$ cat src/rtl/dmem_access_unit_if.sv
// Core-side bundle of the data-memory access unit.
//   req_valid    : core presents a memory operation
//   req_we       : 1 = store, 0 = load
//   req_size     : 00 byte, 01 halfword, 10 word, 11 illegal
//   req_unsigned : loads only, 1 = zero-extend, 0 = sign-extend
//   req_addr     : byte address from the core ALU
//   req_wdata    : right-justified store data
//   stall        : hold the core pipeline/PC
//   rdata        : extended load result
//   rdata_valid  : one-cycle pulse, load completed
//   addr_err     : one-cycle pulse, misaligned or illegal request
// The master modport is the core; the slave modport is the access unit.
interface dmem_if;
  logic        req_valid;
  logic        req_we;
  logic [1:0]  req_size;
  logic        req_unsigned;
  logic [31:0] req_addr;
  logic [31:0] req_wdata;
  logic        stall;
  logic [31:0] rdata;
  logic        rdata_valid;
  logic        addr_err;

  modport master (
    output req_valid, req_we, req_size, req_unsigned, req_addr, req_wdata,
    input  stall, rdata, rdata_valid, addr_err
  );

  modport slave (
    input  req_valid, req_we, req_size, req_unsigned, req_addr, req_wdata,
    output stall, rdata, rdata_valid, addr_err
  );
endinterface

$ cat src/rtl/dmem_access_unit.sv
// Data-memory access stage between the core's memory outputs and a
// synchronous block RAM. One request is captured in IDLE, issued for one
// cycle in ACCESS, load data is collected in WAIT after RD_LAT cycles, and
// DONE releases the core for exactly one cycle.
// Ports:
//   clk, rst      : clock, synchronous active-high reset
//   core          : core-side request/response bundle (dmem_if.slave)
//   ram_en        : RAM access strobe (one cycle per access)
//   ram_wea       : RAM byte write enables
//   ram_addr      : RAM word address (byte address bits ADDR_W+1:2)
//   ram_wdata     : lane-replicated store data
//   ram_rdata     : RAM read data, valid RD_LAT cycles after ram_en
// Parameters: ADDR_W word-address width, RD_LAT read latency (1..4).
module dmem_access_unit #(
  parameter int ADDR_W = 10,
  parameter int RD_LAT = 1
) (
  input  logic              clk,
  input  logic              rst,
  dmem_if.slave             core,
  output logic              ram_en,
  output logic [3:0]        ram_wea,
  output logic [ADDR_W-1:0] ram_addr,
  output logic [31:0]       ram_wdata,
  input  logic [31:0]       ram_rdata
);

  localparam logic [1:0] S_IDLE   = 2'd0;
  localparam logic [1:0] S_ACCESS = 2'd1;
  localparam logic [1:0] S_WAIT   = 2'd2;
  localparam logic [1:0] S_DONE   = 2'd3;
  localparam logic [1:0] CNT_INIT = 2'(RD_LAT - 1);

  logic [1:0]        state_q, state_d;
  logic              we_q, we_d;
  logic [1:0]        size_q, size_d;
  logic              uns_q, uns_d;
  logic [1:0]        lane_q, lane_d;
  logic [1:0]        cnt_q, cnt_d;
  logic [31:0]       rdata_q, rdata_d;
  logic              rdata_valid_q, rdata_valid_d;
  logic              addr_err_q, addr_err_d;
  logic              ram_en_q, ram_en_d;
  logic [3:0]        ram_wea_q, ram_wea_d;
  logic [ADDR_W-1:0] ram_addr_q, ram_addr_d;
  logic [31:0]       ram_wdata_q, ram_wdata_d;

  logic              misaligned;
  logic [3:0]        lane_mask;
  logic [31:0]       repl_wdata;
  logic [31:0]       load_ext;
  logic [7:0]        rd_byte [4];
  logic [7:0]        byte_sel;
  logic [15:0]       half_sel;

  // Address bits above the RAM word address are intentionally ignored.
  logic              addr_hi_unused;
  assign addr_hi_unused = ^core.req_addr[31:ADDR_W+2];

  assign misaligned = (core.req_size == 2'b11) ||
                      (core.req_size == 2'b01 && core.req_addr[0]) ||
                      (core.req_size == 2'b10 && core.req_addr[1:0] != 2'b00);

  // Store lane mask and data replication so the RAM needs no byte steering.
  always_comb begin
    lane_mask  = 4'b1111;
    repl_wdata = core.req_wdata;
    case (core.req_size)
      2'b00: begin
        lane_mask  = 4'b0001 << core.req_addr[1:0];
        repl_wdata = {4{core.req_wdata[7:0]}};
      end
      2'b01: begin
        lane_mask  = core.req_addr[1] ? 4'b1100 : 4'b0011;
        repl_wdata = {2{core.req_wdata[15:0]}};
      end
      default: ;
    endcase
  end

  generate
    for (genvar gi = 0; gi < 4; gi++) begin : g_rd_byte
      assign rd_byte[gi] = ram_rdata[8*gi +: 8];
    end
  endgenerate

  assign byte_sel = rd_byte[lane_q];
  assign half_sel = lane_q[1] ? ram_rdata[31:16] : ram_rdata[15:0];

  always_comb begin
    load_ext = ram_rdata;
    case (size_q)
      2'b00:   load_ext = uns_q ? {24'b0, byte_sel} : {{24{byte_sel[7]}}, byte_sel};
      2'b01:   load_ext = uns_q ? {16'b0, half_sel} : {{16{half_sel[15]}}, half_sel};
      default: ;
    endcase
  end

  always_comb begin
    state_d       = state_q;
    we_d          = we_q;
    size_d        = size_q;
    uns_d         = uns_q;
    lane_d        = lane_q;
    cnt_d         = cnt_q;
    rdata_d       = rdata_q;
    rdata_valid_d = 1'b0;
    addr_err_d    = 1'b0;
    ram_en_d      = 1'b0;
    ram_wea_d     = 4'b0000;
    ram_addr_d    = ram_addr_q;
    ram_wdata_d   = ram_wdata_q;
    case (state_q)
      S_IDLE: begin
        if (core.req_valid) begin
          if (misaligned) begin
            state_d    = S_DONE;
            addr_err_d = 1'b1;
          end else begin
            // RAM outputs are registered, so they are set up here and
            // appear on the pins during ACCESS.
            state_d     = S_ACCESS;
            we_d        = core.req_we;
            size_d      = core.req_size;
            uns_d       = core.req_unsigned;
            lane_d      = core.req_addr[1:0];
            ram_en_d    = 1'b1;
            ram_wea_d   = core.req_we ? lane_mask : 4'b0000;
            ram_addr_d  = core.req_addr[ADDR_W+1:2];
            ram_wdata_d = repl_wdata;
          end
        end
      end
      S_ACCESS: begin
        if (we_q) begin
          state_d = S_DONE;
        end else begin
          state_d = S_WAIT;
          cnt_d   = CNT_INIT;
        end
      end
      S_WAIT: begin
        if (cnt_q == 2'd0) begin
          state_d       = S_DONE;
          rdata_d       = load_ext;
          rdata_valid_d = 1'b1;
        end else begin
          cnt_d = cnt_q - 2'd1;
        end
      end
      default: state_d = S_IDLE;
    endcase
  end

  always_ff @(posedge clk) begin
    if (rst) begin
      state_q       <= S_IDLE;
      we_q          <= 1'b0;
      size_q        <= 2'b00;
      uns_q         <= 1'b0;
      lane_q        <= 2'b00;
      cnt_q         <= 2'd0;
      rdata_q       <= 32'd0;
      rdata_valid_q <= 1'b0;
      addr_err_q    <= 1'b0;
      ram_en_q      <= 1'b0;
      ram_wea_q     <= 4'b0000;
      ram_addr_q    <= '0;
      ram_wdata_q   <= 32'd0;
    end else begin
      state_q       <= state_d;
      we_q          <= we_d;
      size_q        <= size_d;
      uns_q         <= uns_d;
      lane_q        <= lane_d;
      cnt_q         <= cnt_d;
      rdata_q       <= rdata_d;
      rdata_valid_q <= rdata_valid_d;
      addr_err_q    <= addr_err_d;
      ram_en_q      <= ram_en_d;
      ram_wea_q     <= ram_wea_d;
      ram_addr_q    <= ram_addr_d;
      ram_wdata_q   <= ram_wdata_d;
    end
  end

  // Combinational so the core is held in the very cycle a request appears.
  assign core.stall       = core.req_valid & (state_q != S_DONE);
  assign core.rdata       = rdata_q;
  assign core.rdata_valid = rdata_valid_q;
  assign core.addr_err    = addr_err_q;
  assign ram_en           = ram_en_q;
  assign ram_wea          = ram_wea_q;
  assign ram_addr         = ram_addr_q;
  assign ram_wdata        = ram_wdata_q;

endmodule

$ cat src/flat_wrapper.sv
// flat-port wrapper written by rule: the top's interface ports become plain ports
module dmem_access_unit_flat 
#(
  parameter int ADDR_W = 10,
  parameter int RD_LAT = 1
)
  (clk, rst, ram_en, ram_wea, ram_addr, ram_wdata, ram_rdata, core_req_valid, core_req_we, core_req_size, core_req_unsigned, core_req_addr, core_req_wdata, core_stall, core_rdata, core_rdata_valid, core_addr_err);
  dmem_if core_i ();
  input  logic clk;
  input  logic rst;
  output logic ram_en;
  output logic [3:0] ram_wea;
  output logic [ADDR_W-1:0] ram_addr;
  output logic [31:0] ram_wdata;
  input  logic [31:0] ram_rdata;
  input wire logic [$bits(core_i.req_valid)-1:0] core_req_valid;
  input wire logic [$bits(core_i.req_we)-1:0] core_req_we;
  input wire logic [$bits(core_i.req_size)-1:0] core_req_size;
  input wire logic [$bits(core_i.req_unsigned)-1:0] core_req_unsigned;
  input wire logic [$bits(core_i.req_addr)-1:0] core_req_addr;
  input wire logic [$bits(core_i.req_wdata)-1:0] core_req_wdata;
  output wire logic [$bits(core_i.stall)-1:0] core_stall;
  output wire logic [$bits(core_i.rdata)-1:0] core_rdata;
  output wire logic [$bits(core_i.rdata_valid)-1:0] core_rdata_valid;
  output wire logic [$bits(core_i.addr_err)-1:0] core_addr_err;
  assign core_i.req_valid = core_req_valid;
  assign core_i.req_we = core_req_we;
  assign core_i.req_size = core_req_size;
  assign core_i.req_unsigned = core_req_unsigned;
  assign core_i.req_addr = core_req_addr;
  assign core_i.req_wdata = core_req_wdata;
  assign core_stall = core_i.stall;
  assign core_rdata = core_i.rdata;
  assign core_rdata_valid = core_i.rdata_valid;
  assign core_addr_err = core_i.addr_err;
  dmem_access_unit #(.ADDR_W(ADDR_W), .RD_LAT(RD_LAT)) u_core (.clk(clk), .rst(rst), .core(core_i), .ram_en(ram_en), .ram_wea(ram_wea), .ram_addr(ram_addr), .ram_wdata(ram_wdata), .ram_rdata(ram_rdata));
endmodule
$ cat config.mk
export PLATFORM = sky130hd
export DESIGN_NAME = dmem_access_unit_flat
export DESIGN_NICKNAME = d
export VERILOG_FILES = /design/src/rtl/dmem_access_unit_if.sv /design/src/rtl/dmem_access_unit.sv /design/src/flat_wrapper.sv
export SDC_FILE = /design/constraint.sdc
export NUM_CORES = 1
export LEC_CHECK = 0
export BUFFER_PORTS_ARGS = -buffer_cell sky130_fd_sc_hd__buf_2
export CORE_AREA = 8 8 107 109
export CTS_BUF_LIST = sky130_fd_sc_hd__clkbuf_16
export DETAILED_ROUTE_END_ITERATION = 7
export DIE_AREA = 0 0 115 117
export PLACE_DENSITY = 0.82
export SYNTH_ARGS = -nofsm -noshare
export SYNTH_HDL_FRONTEND = slang
export SYNTH_SLANG_ARGS = --single-unit
$ cat constraint.sdc
create_clock -name clk -period 1.7 [get_ports clk]
set_input_delay 0.17 -clock clk [delete_from_list [all_inputs] [get_ports clk]]
set_output_delay 0.17 -clock clk [all_outputs]
set_load 0.01 [all_outputs]
; ---- Word level (Yosys, flattened, before mapping)
; Cells that the tools add are included.
; Widths: inputs -> output; s select.
[word_totals]
ff_bits = 91
inputBits = 103
out_inout_bits = 82
wordCells = 72
[classes]
n_addsub = 1
n_lt_le_gt_ge = 1
eq_ne = 11
n_shift = 1
n_mux = 21
bitwise_logic = 7
n_reduce_logical = 17
[ops]
columns = operator, count
row1 = $pmux 32 s2, 2
row2 = $mux 32, 2
row3 = $bmux 8 s2, 1
row4 = $mux 16, 1
row5 = $mux 8, 2
row6 = $mux 2, 5
row7 = $logic_not 2->1, 4
row8 = $ne 2x2->1 const B, 4
row9 = $pmux 4 s2, 1
row10 = $eq 2x1->1 const B, 3
row11 = $eq 2x2->1 const B, 3
row12 = $pmux 2 s3, 1
row13 = $reduce_and 3->1, 2
row14 = $not 1->1, 5
row15 = $reduce_or 5->1, 1
row16 = $mux 1, 4
row17 = $mux 4, 1
row18 = $pmux 2 s2, 1
row19 = $reduce_and 2->1, 2
row20 = $reduce_bool 2->1, 2
row21 = $shl 1x2->4 const A, 1
row22 = $ge 3x3->1 const B, 1
row23 = $not 2->3, 1
row24 = $reduce_or 3->1, 1
row25 = 6 further kinds, 8

; ---- Depth between registers and ports, before layout
; Gate-level depths: netlist (run 1).
[depth]
word_depth = 7
ltp_mapped = 8

; ---- Least setup slack after synthesis (run 1)
; Ideal clock, no wire load.
[synth_path]
path_kind = register to register
startpoint = register u_core.state_q[0]
endpoint = register u_core.rdata_q[22] (netlist: u_core.core.rdata[22])
setup_time_ns = 0.086
arrival_time_ns = 1.545
t_required_ns = 1.614
slack_ns = 0.069
stages_incl_launch_ff = 8
path_buffers = 2
path_cell_list = dfxtp_1 > inv_1 > ha_1 > nand2_1 > clkbuf_1 > clkbuf_1 > a21oi_1 > a211oi_1
[synth_via]
elab_chain_cells = 2
[synth_rtl]
columns = element, line_no
row1 = from (decl), dmem_access_unit.sv:34  ; logic [1:0] state_q, state_d;
row2 = from (signal assigned), dmem_access_unit.sv:171  ; state_q <= state_d;
row3 = $eq 2x2->1, dmem_access_unit.sv:113  ; case (state_q)
row4 = $reduce_and 2->1 (no source line), -
row5 = to (signal assigned), dmem_access_unit.sv:177  ; rdata_q <= rdata_d;
row6 = to (decl), dmem_access_unit.sv:40  ; logic [31:0] rdata_q, rdata_d;
; Every way passes these cells.
; A chain may end at the register's enable or synchronous reset.

; ---- Worst setup path after layout (run 1)
[layout_path]
startpoint = register u_core.size_q[1]
endpoint = register u_core.rdata_q[10] (netlist: u_core.core.rdata[10])
[layout_via]
elab_chain_cells = 2
elab_cells_between_ends = 3
cone_classes = 1 x eq/ne / 1 x mux / 1 x reduce/logical
[layout_rtl]
columns = element, line_no
row1 = from (decl), dmem_access_unit.sv:36  ; logic [1:0] size_q, size_d;
row2 = from (signal assigned), dmem_access_unit.sv:173  ; size_q <= size_d;
row3 = $eq 2x1->1 or $logic_not 2->1 (tied branches), dmem_access_unit.sv:92  ; case (size_q)
row4 = $pmux 32 s2 *, dmem_access_unit.sv:92
; Every way passes the cells marked *; elsewhere a longest branch is shown, timed or not.

==> impl_metrics.csv, run 1 <==
group,metric,value,unit
power_and_ir_drop,leakage,0.00242,uW
timing,post-route-period-util,95.9,%
die,fp.dieW,115,um
timing,worstMarginPinSlew,0.428,ns
final_layout,drive_gt1_share,34.8,%
global_routing,grt_pass1_vias,4244,
run_status,outcome,"complete, no violations",
drt,drt_iter0_markers,256,
final_layout,fin_area,5510,sq um
yosys,synth_edf_count,0,
yosys,async_flop_share,0,%
clocking,cts_sinks,91,
die,std_cell_rows,37,
power_and_ir_drop,p_per_area,1390,nW/um^2
clocking,cts_buffer_depth,2,
clocking,cts_hold_buf,0,
flow_run,drv_cap,0,
worst_setup_path,critical_path_class,"reg2reg",
global_routing,grt_usage,19.2,%
global_routing,grt_antenna_before_repair,0,
drt,drtPass1Iterations,5,
yosys,syn_inst,485,
worst_setup_path,crit_chain,"or3_4 > o22ai_4 > a211oi_4 > buf_4 > a211oi_1",
clocking,cts_tree,"done",
yosys,ys_ff_latch,91,
global_routing,grt_max_degree,56,
timing,fin_skew,0.0147,ns
clocking,numCtsBuffers,9,
placement,postPlaceCellArea,5050,sq um
global_routing,grtUsageMet2,31.0,%
yosys,synthFlopType,"dfxtp_1",
final_layout,nNetsFinal,758,
drt,wirelength,13500,um
yosys,syn_nets,593,
yosys,ys_warn_count,0,
drt,drc,0,
yosys,ys_seq_area_share,45.5,%
drt,avgViaCountPerCell,5.33,
die,die_area,13500,sq um
global_routing,grt_busiest_layer,"met2",
final_layout,antennaDiodeCount,0,
clocking,clock-root-buffer,"clkbuf_16",
worst_setup_path,worstSetupEndpointType,"flip-flop",
placement,dp_hpwl,9740,um
worst_setup_path,max_stage_delay,0.45,ns
worst_setup_path,reg2reg_slack,0.07,ns
timing,fin_crit,1.63,ns
worst_hold_path,min_path_type,"in2reg",
power_and_ir_drop,p_total,7660,uW
power_and_ir_drop,ir_worst_vdd,636,uV
die,die_h,117,um
timing,hold_viol_final,0,
worst_setup_path,critPathTopFamily,"compound AO/OA/AOI/OAI gates",
timing,rsz0062_at_grt,"false",
global_routing,grt_pass1_wl,20600,um
drt,wl_per_cell,17.0,um
timing,slew_viol_final,0,
clocking,path_clk_slew,0.07,ns
drt,vias,4213,
timing,max_clock_freq,0.613,GHz
global_routing,grt.overflow.total,0,
yosys,yosysTopAreaCell,"dfxtp_1",
global_routing,grt_use_met1,21.3,%
yosys,synth.area.top_cells,"dfxtp_1 45%, nand2_1 8.7%, a21oi_1 6.9%",
final_layout,n_fill_cell,881,
drt,postRouteAntennaNets,0,
yosys,syn_avg_cell_area,8.26,sq um
die,core_area,9910,sq um
placement,gp_congestion,0.852,
worst_setup_path,worst_setup_path_start_kind,"flip-flop",
final_layout,syn2layout_area_growth,37.6,%
yosys,synth_cell_types,40,
yosys,synth_area,4010,sq um
die,start_util,40.4,%
timing,setup_violations,0,
placement,io_buffers,164,
worst_setup_path,critPathArrivalTime,1.88,ns
clocking,htreeDepth,3,
worst_setup_path,required,1.95,ns
global_routing,grt_util_met3,9.24,%
die,io_pins,185,
timing,maxSlewHeadroom,71.4,%
worst_setup_path,crit_slowest_cell,"or3_4",
worst_setup_path,crit_fanout,8,
yosys,synth_top_area_share,45.5,%
clocking,clk_latency,0.34,ns
final_layout,fin_util,55.6,%
worst_setup_path,critPathBufInv,1,
==> where the power goes <==
part | leakage (uW) | internal (uW) | switching, uW
Clock | 0.000158 | 1300 | 870
Sequential | 0.000743 | 2560 | 237
Combinational | 0.00152 | 1140 | 1550
==> flip-flops by register name, indices dropped and copies added (netlist names) <==
| name | count |
|---|---|
| u_core.core.rdata | 32 |
| u_core.core.rdata_valid | 1 |
| u_core.ram_en | 1 |
| u_core.size_q | 2 |
| u_core.uns_q | 1 |
| u_core.cnt_q | 2 |
| u_core.core.addr_err | 1 |
| u_core.state_q | 2 |
| u_core.ram_wdata | 32 |
| u_core.ram_wea | 4 |
| u_core.lane_q | 2 |
| u_core.ram_addr | 10 |
| u_core.we_q | 1 |
==> final cells by class <==
| class | count | area [sq um] | area share, % |
|---|---|---|---|
| multi-input combinational | 347 | 2050 | 37.2 |
| sequential | 91 | 1820 | 33.1 |
| timing repair buffer | 190 | 1100 | 20.0 |
| clock buffer | 9 | 225 | 4.09 |
| tap | 136 | 170 | 3.09 |
| clock inverter | 7 | 97.6 | 1.77 |
| inverter | 11 | 41.3 | 0.749 |
==> layer usage <==
layer,wire length (um),share of wire [%]
met3,1590,12
met2,6150,46
met4,372,2.8
met1,5360,40
met5,0,0
==> cell usage after synthesis, types with 8 or more instances <==
| master | count |
|---|---|
| nand3b_1 | 8 |
| clkbuf_1 | 24 |
| nand2_1 | 93 |
| a21oi_1 | 55 |
| inv_1 | 10 |
| dfxtp_1 | 91 |
| o211ai_1 | 8 |
| a311oi_1 | 8 |
| a211oi_1 | 32 |
| o21ai_0 | 25 |
| nor2_1 | 49 |
| buf_2 | 9 |
| mux2i_1 | 19 |
==> cell families after synthesis <==
logic type | synth area share, %
buf+inv | 4.97
fa+ha+maj | 1.56
mux | 6.72
compound gates | 23.6
flops | 45.5
simple gates | 17.7
==> final timing paths <==
kind | from | to | cells past startpoint
worst max register to register | u_core.size_q[1]$_SDFFE_PP0P_ | u_core.core.rdata[10]$_SDFFE_PP0P_ | 5
worst max-delay path | u_core.size_q[1]$_SDFFE_PP0P_ | u_core.core.rdata[10]$_SDFFE_PP0P_ | 5
worst min-delay path | core_req_addr[10] | u_core.ram_addr[8]$_SDFFE_PP0P_ | 3
worst min register to register | u_core.ram_wdata[24]$_SDFFE_PP0P_ | u_core.ram_wdata[24]$_SDFFE_PP0P_ | 2
==> timing repair <==
action | 4_1_cts | 5_1_grt
setup endpoints to repair | 24 | 46
pin swaps | 0 | 2
setup buffers | 0 | 3
gates cloned | 0 | 2
gates resized for setup | 2 | 14
==> per-stage QoR <==
step                      std cells  setup slack [ns]  hold slack, ns  setup TNS [ns]
after floorplan                 485            0.0693           0.306               0
after global placement          770            -0.145           0.410           -2.25
after detailed placement        770            -0.256           0.416           -3.96
after CTS                       786            0.0163          0.0480               0
after global routing            791           0.00522          0.0649               0
final                           791            0.0699          0.0637               0
==> tightest hold or removal path, stage by stage <==
cell and delay (ns):
buf_2 0.09, nand2_1 0.04, a21oi_1 0.05
==> layout by cell type, fill, tap and decap left out, types with 3 or more instances in the layout <==
master / synthesis / routed
nor2_1: 49 / 48
buf_2: 9 / 164
a211oi_1: 32 / 32
inv_6: 0 / 3
a31oi_1: 3 / 3
a21oi_1: 55 / 55
nand3_1: 4 / 3
buf_12: 0 / 4
o211ai_1: 8 / 8
nand3b_1: 8 / 8
buf_4: 1 / 19
nor2b_1: 3 / 3
o221ai_1: 7 / 6
clkbuf_16: 0 / 11
mux2i_1: 19 / 18
dfxtp_1: 91 / 91
a311oi_1: 8 / 8
nand2_1: 93 / 91
ha_1: 5 / 3
o21ai_0: 25 / 25
mux2_2: 7 / 7
inv_1: 10 / 11
No activity file was read; power rests on OpenSTA's default activity.
==> run 2: changes to the inputs <==
--- a/config.mk
+++ b/config.mk
@@ -11,6 +11,7 @@
 export DETAILED_ROUTE_END_ITERATION = 7
 export DIE_AREA = 0 0 115 117
 export PLACE_DENSITY = 0.82
+export RECOVER_POWER = 100
 export SYNTH_ARGS = -nofsm -noshare
 export SYNTH_HDL_FRONTEND = slang
 export SYNTH_SLANG_ARGS = --single-unit
==> run 2 against run 1 <==
Effect of this change: maximum frequency shrank 0.44%; combinational power shrank 4%; clock-buffer cell count unchanged; critical path type unchanged; largest power group unchanged.
==> impl_metrics.csv, run 2 (synthesis gave the netlist of run 1 again) <==
group,metric,value,unit
worst_setup_path,critPathTopFamily,"compound AO/OA/AOI/OAI gates",
drt,drt_iter0_markers,288,
clocking,numCtsBuffers,9,
power_and_ir_drop,p_total,7570,uW
global_routing,grt_pass1_wl,20600,um
die,start_util,40.4,%
final_layout,antennaDiodeCount,0,
timing,rsz0062_at_grt,"false",
timing,maxSlewHeadroom,71.6,%
worst_setup_path,r2r_start,"u_core.size_q[1]$_SDFFE_PP0P_",
final_layout,drive_gt1_share,22.3,%
placement,io_buffers,164,
timing,post-route-period-util,96.3,%
drt,wl_per_cell,17.0,um
power_and_ir_drop,ir_worst_vdd,638,uV
global_routing,grt_pass1_vias,4244,
drt,drc,0,
final_layout,n_fill_cell,940,
run_status,outcome,"complete, no violations",
final_layout,nNetsFinal,758,
worst_setup_path,cp_num_cells,5,
final_layout,syn2layout_area_growth,35.0,%
power_and_ir_drop,leakage,0.00208,uW
timing,hold_slack,0.0643,ns
worst_setup_path,worst_setup_path_start_kind,"flip-flop",
die,std_cell_rows,37,
worst_setup_path,worstSetupEndpointType,"flip-flop",
timing,fin_skew,0.0127,ns
worst_setup_path,r2r_cells,5,
timing,max_clock_freq,0.611,GHz
worst_setup_path,reg2reg_slack,0.06,ns
die,fp.dieW,115,um
drt,avgViaCountPerCell,5.31,
drt,vias,4197,
placement,dp_hpwl,9740,um
final_layout,layout_common_cells,"91 x nand2_1, 91 x dfxtp_1, 82 x buf_2, 82 x clkbuf_1, 55 x a21oi_1",
clocking,path_clk_slew,0.07,ns
global_routing,grt_max_degree,56,
die,io_pins,185,
worst_setup_path,critical_path_class,"reg2reg",
clocking,htreeDepth,3,
worst_setup_path,critPathLaunch,"u_core.size_q[1]$_SDFFE_PP0P_",
die,die_h,117,um
worst_setup_path,required,1.95,ns
clocking,cts_tree,"done",
power_and_ir_drop,p_per_area,1400,nW/um^2
final_layout,fin_util,54.6,%
worst_setup_path,r2r-end,"u_core.core.rdata[10]$_SDFFE_PP0P_",
worst_setup_path,max_stage_delay,0.45,ns
timing,setup_violations,0,
worst_setup_path,crit_end,"u_core.core.rdata[10]$_SDFFE_PP0P_",
drt,wirelength,13400,um
global_routing,grt.overflow.total,0,
drt,postRouteAntennaNets,0,
clocking,cts_sinks,91,
global_routing,grt_antenna_before_repair,0,
worst_setup_path,critPathBufInv,1,
timing,worstMarginPinSlew,0.424,ns
placement,gp_congestion,0.852,
timing,fin_crit,1.64,ns
timing,slew_viol_final,0,
worst_setup_path,crit_chain,"or3_4 > o22ai_4 > a211oi_4 > buf_4 > a211oi_1",
worst_hold_path,min_path_type,"in2reg",
worst_setup_path,crit_slowest_cell,"or3_4",
worst_setup_path,critPathArrivalTime,1.89,ns
flow_run,drv_cap,0,
die,core_area,9910,sq um
clocking,clk_latency,0.34,ns
global_routing,grt_usage,19.2,%
clocking,clock-root-buffer,"clkbuf_16",
clocking,cts_buffer_depth,2,
timing,hold_viol_final,0,
worst_setup_path,crit_fanout,8,
die,die_area,13500,sq um
drt,drtPass1Iterations,5,
run 2: changes by cell type in the layout (fill, tap and decap cells not counted), sizes merged:
cell,before,now
clkbuf,11,94
buf,188,105
run 2: worst min-delay path by stage:
stage,startpoint,to,slack [ns],cells past startpoint
global placement,core_req_addr[10],u_core.ram_addr[8]$_SDFFE_PP0P_,0.41,3
CTS,core_req_addr[10],u_core.ram_addr[8]$_SDFFE_PP0P_,0.05,3
floorplan,core_req_unsigned,u_core.uns_q$_SDFFE_PP0P_,0.31,2
finish,core_req_addr[10],u_core.ram_addr[8]$_SDFFE_PP0P_,0.06,3
detailed placement,core_req_addr[10],u_core.ram_addr[8]$_SDFFE_PP0P_,0.42,3
global route,core_req_addr[10],u_core.ram_addr[8]$_SDFFE_PP0P_,0.06,3
run 2: timing repair:
action / in CTS / in global routing
endpoints found under the setup margin: 24 / 46
hold buffers: 0 / 0
resized for setup: 2 / 14
setup buffers: 0 / 3
cloned: 0 / 2
pin swaps: 0 / 2
run 2: final cells by class:
| type | instances | area [sq um] | area share (%) |
|---|---|---|---|
| clock buffer | 9 | 225 | 4.17 |
| inverter | 11 | 41.3 | 0.764 |
| multi-input combinational | 347 | 2050 | 37.9 |
| sequential | 91 | 1820 | 33.7 |
| tap | 136 | 170 | 3.15 |
| clock inverter | 7 | 97.6 | 1.81 |
| timing repair buffer | 190 | 1000 | 18.5 |
run 2: metrics by stage:
step / area [sq um] / std cells / TNS (ns) / setup slack (ns)
CTS: 5380 / 786 / 0 / 0.0163
finish: 5410 / 791 / 0 / 0.0627
global route: 5410 / 791 / 0 / 0.00522
detailed placement: 5050 / 770 / -3.96 / -0.256
global placement: 5050 / 770 / -2.25 / -0.145
floorplan: 4010 / 485 / 0 / 0.0693
run 2: routing by layer:
metal | up-vias | GRT usage, % | part of all wire (%)
li1 | 2038 | - | -
met4 | 0 | 7.88 | 2.5
met3 | 25 | 9.24 | 12
met2 | 193 | 31.0 | 46
met1 | 1941 | 21.3 | 39
met5 | - | 0 | 0
run 2: tightest hold or removal path, cell delays in order:
cell and delay, ns:
buf_2 0.10, nand2_1 0.04, a21oi_1 0.05
run 2: power by group:
part / switching (uW) / internal [uW] / leakage, uW
combinational: 1560 / 1040 / 0.00118
clock: 870 / 1300 / 0.000158
sequential: 250 / 2560 / 0.000743
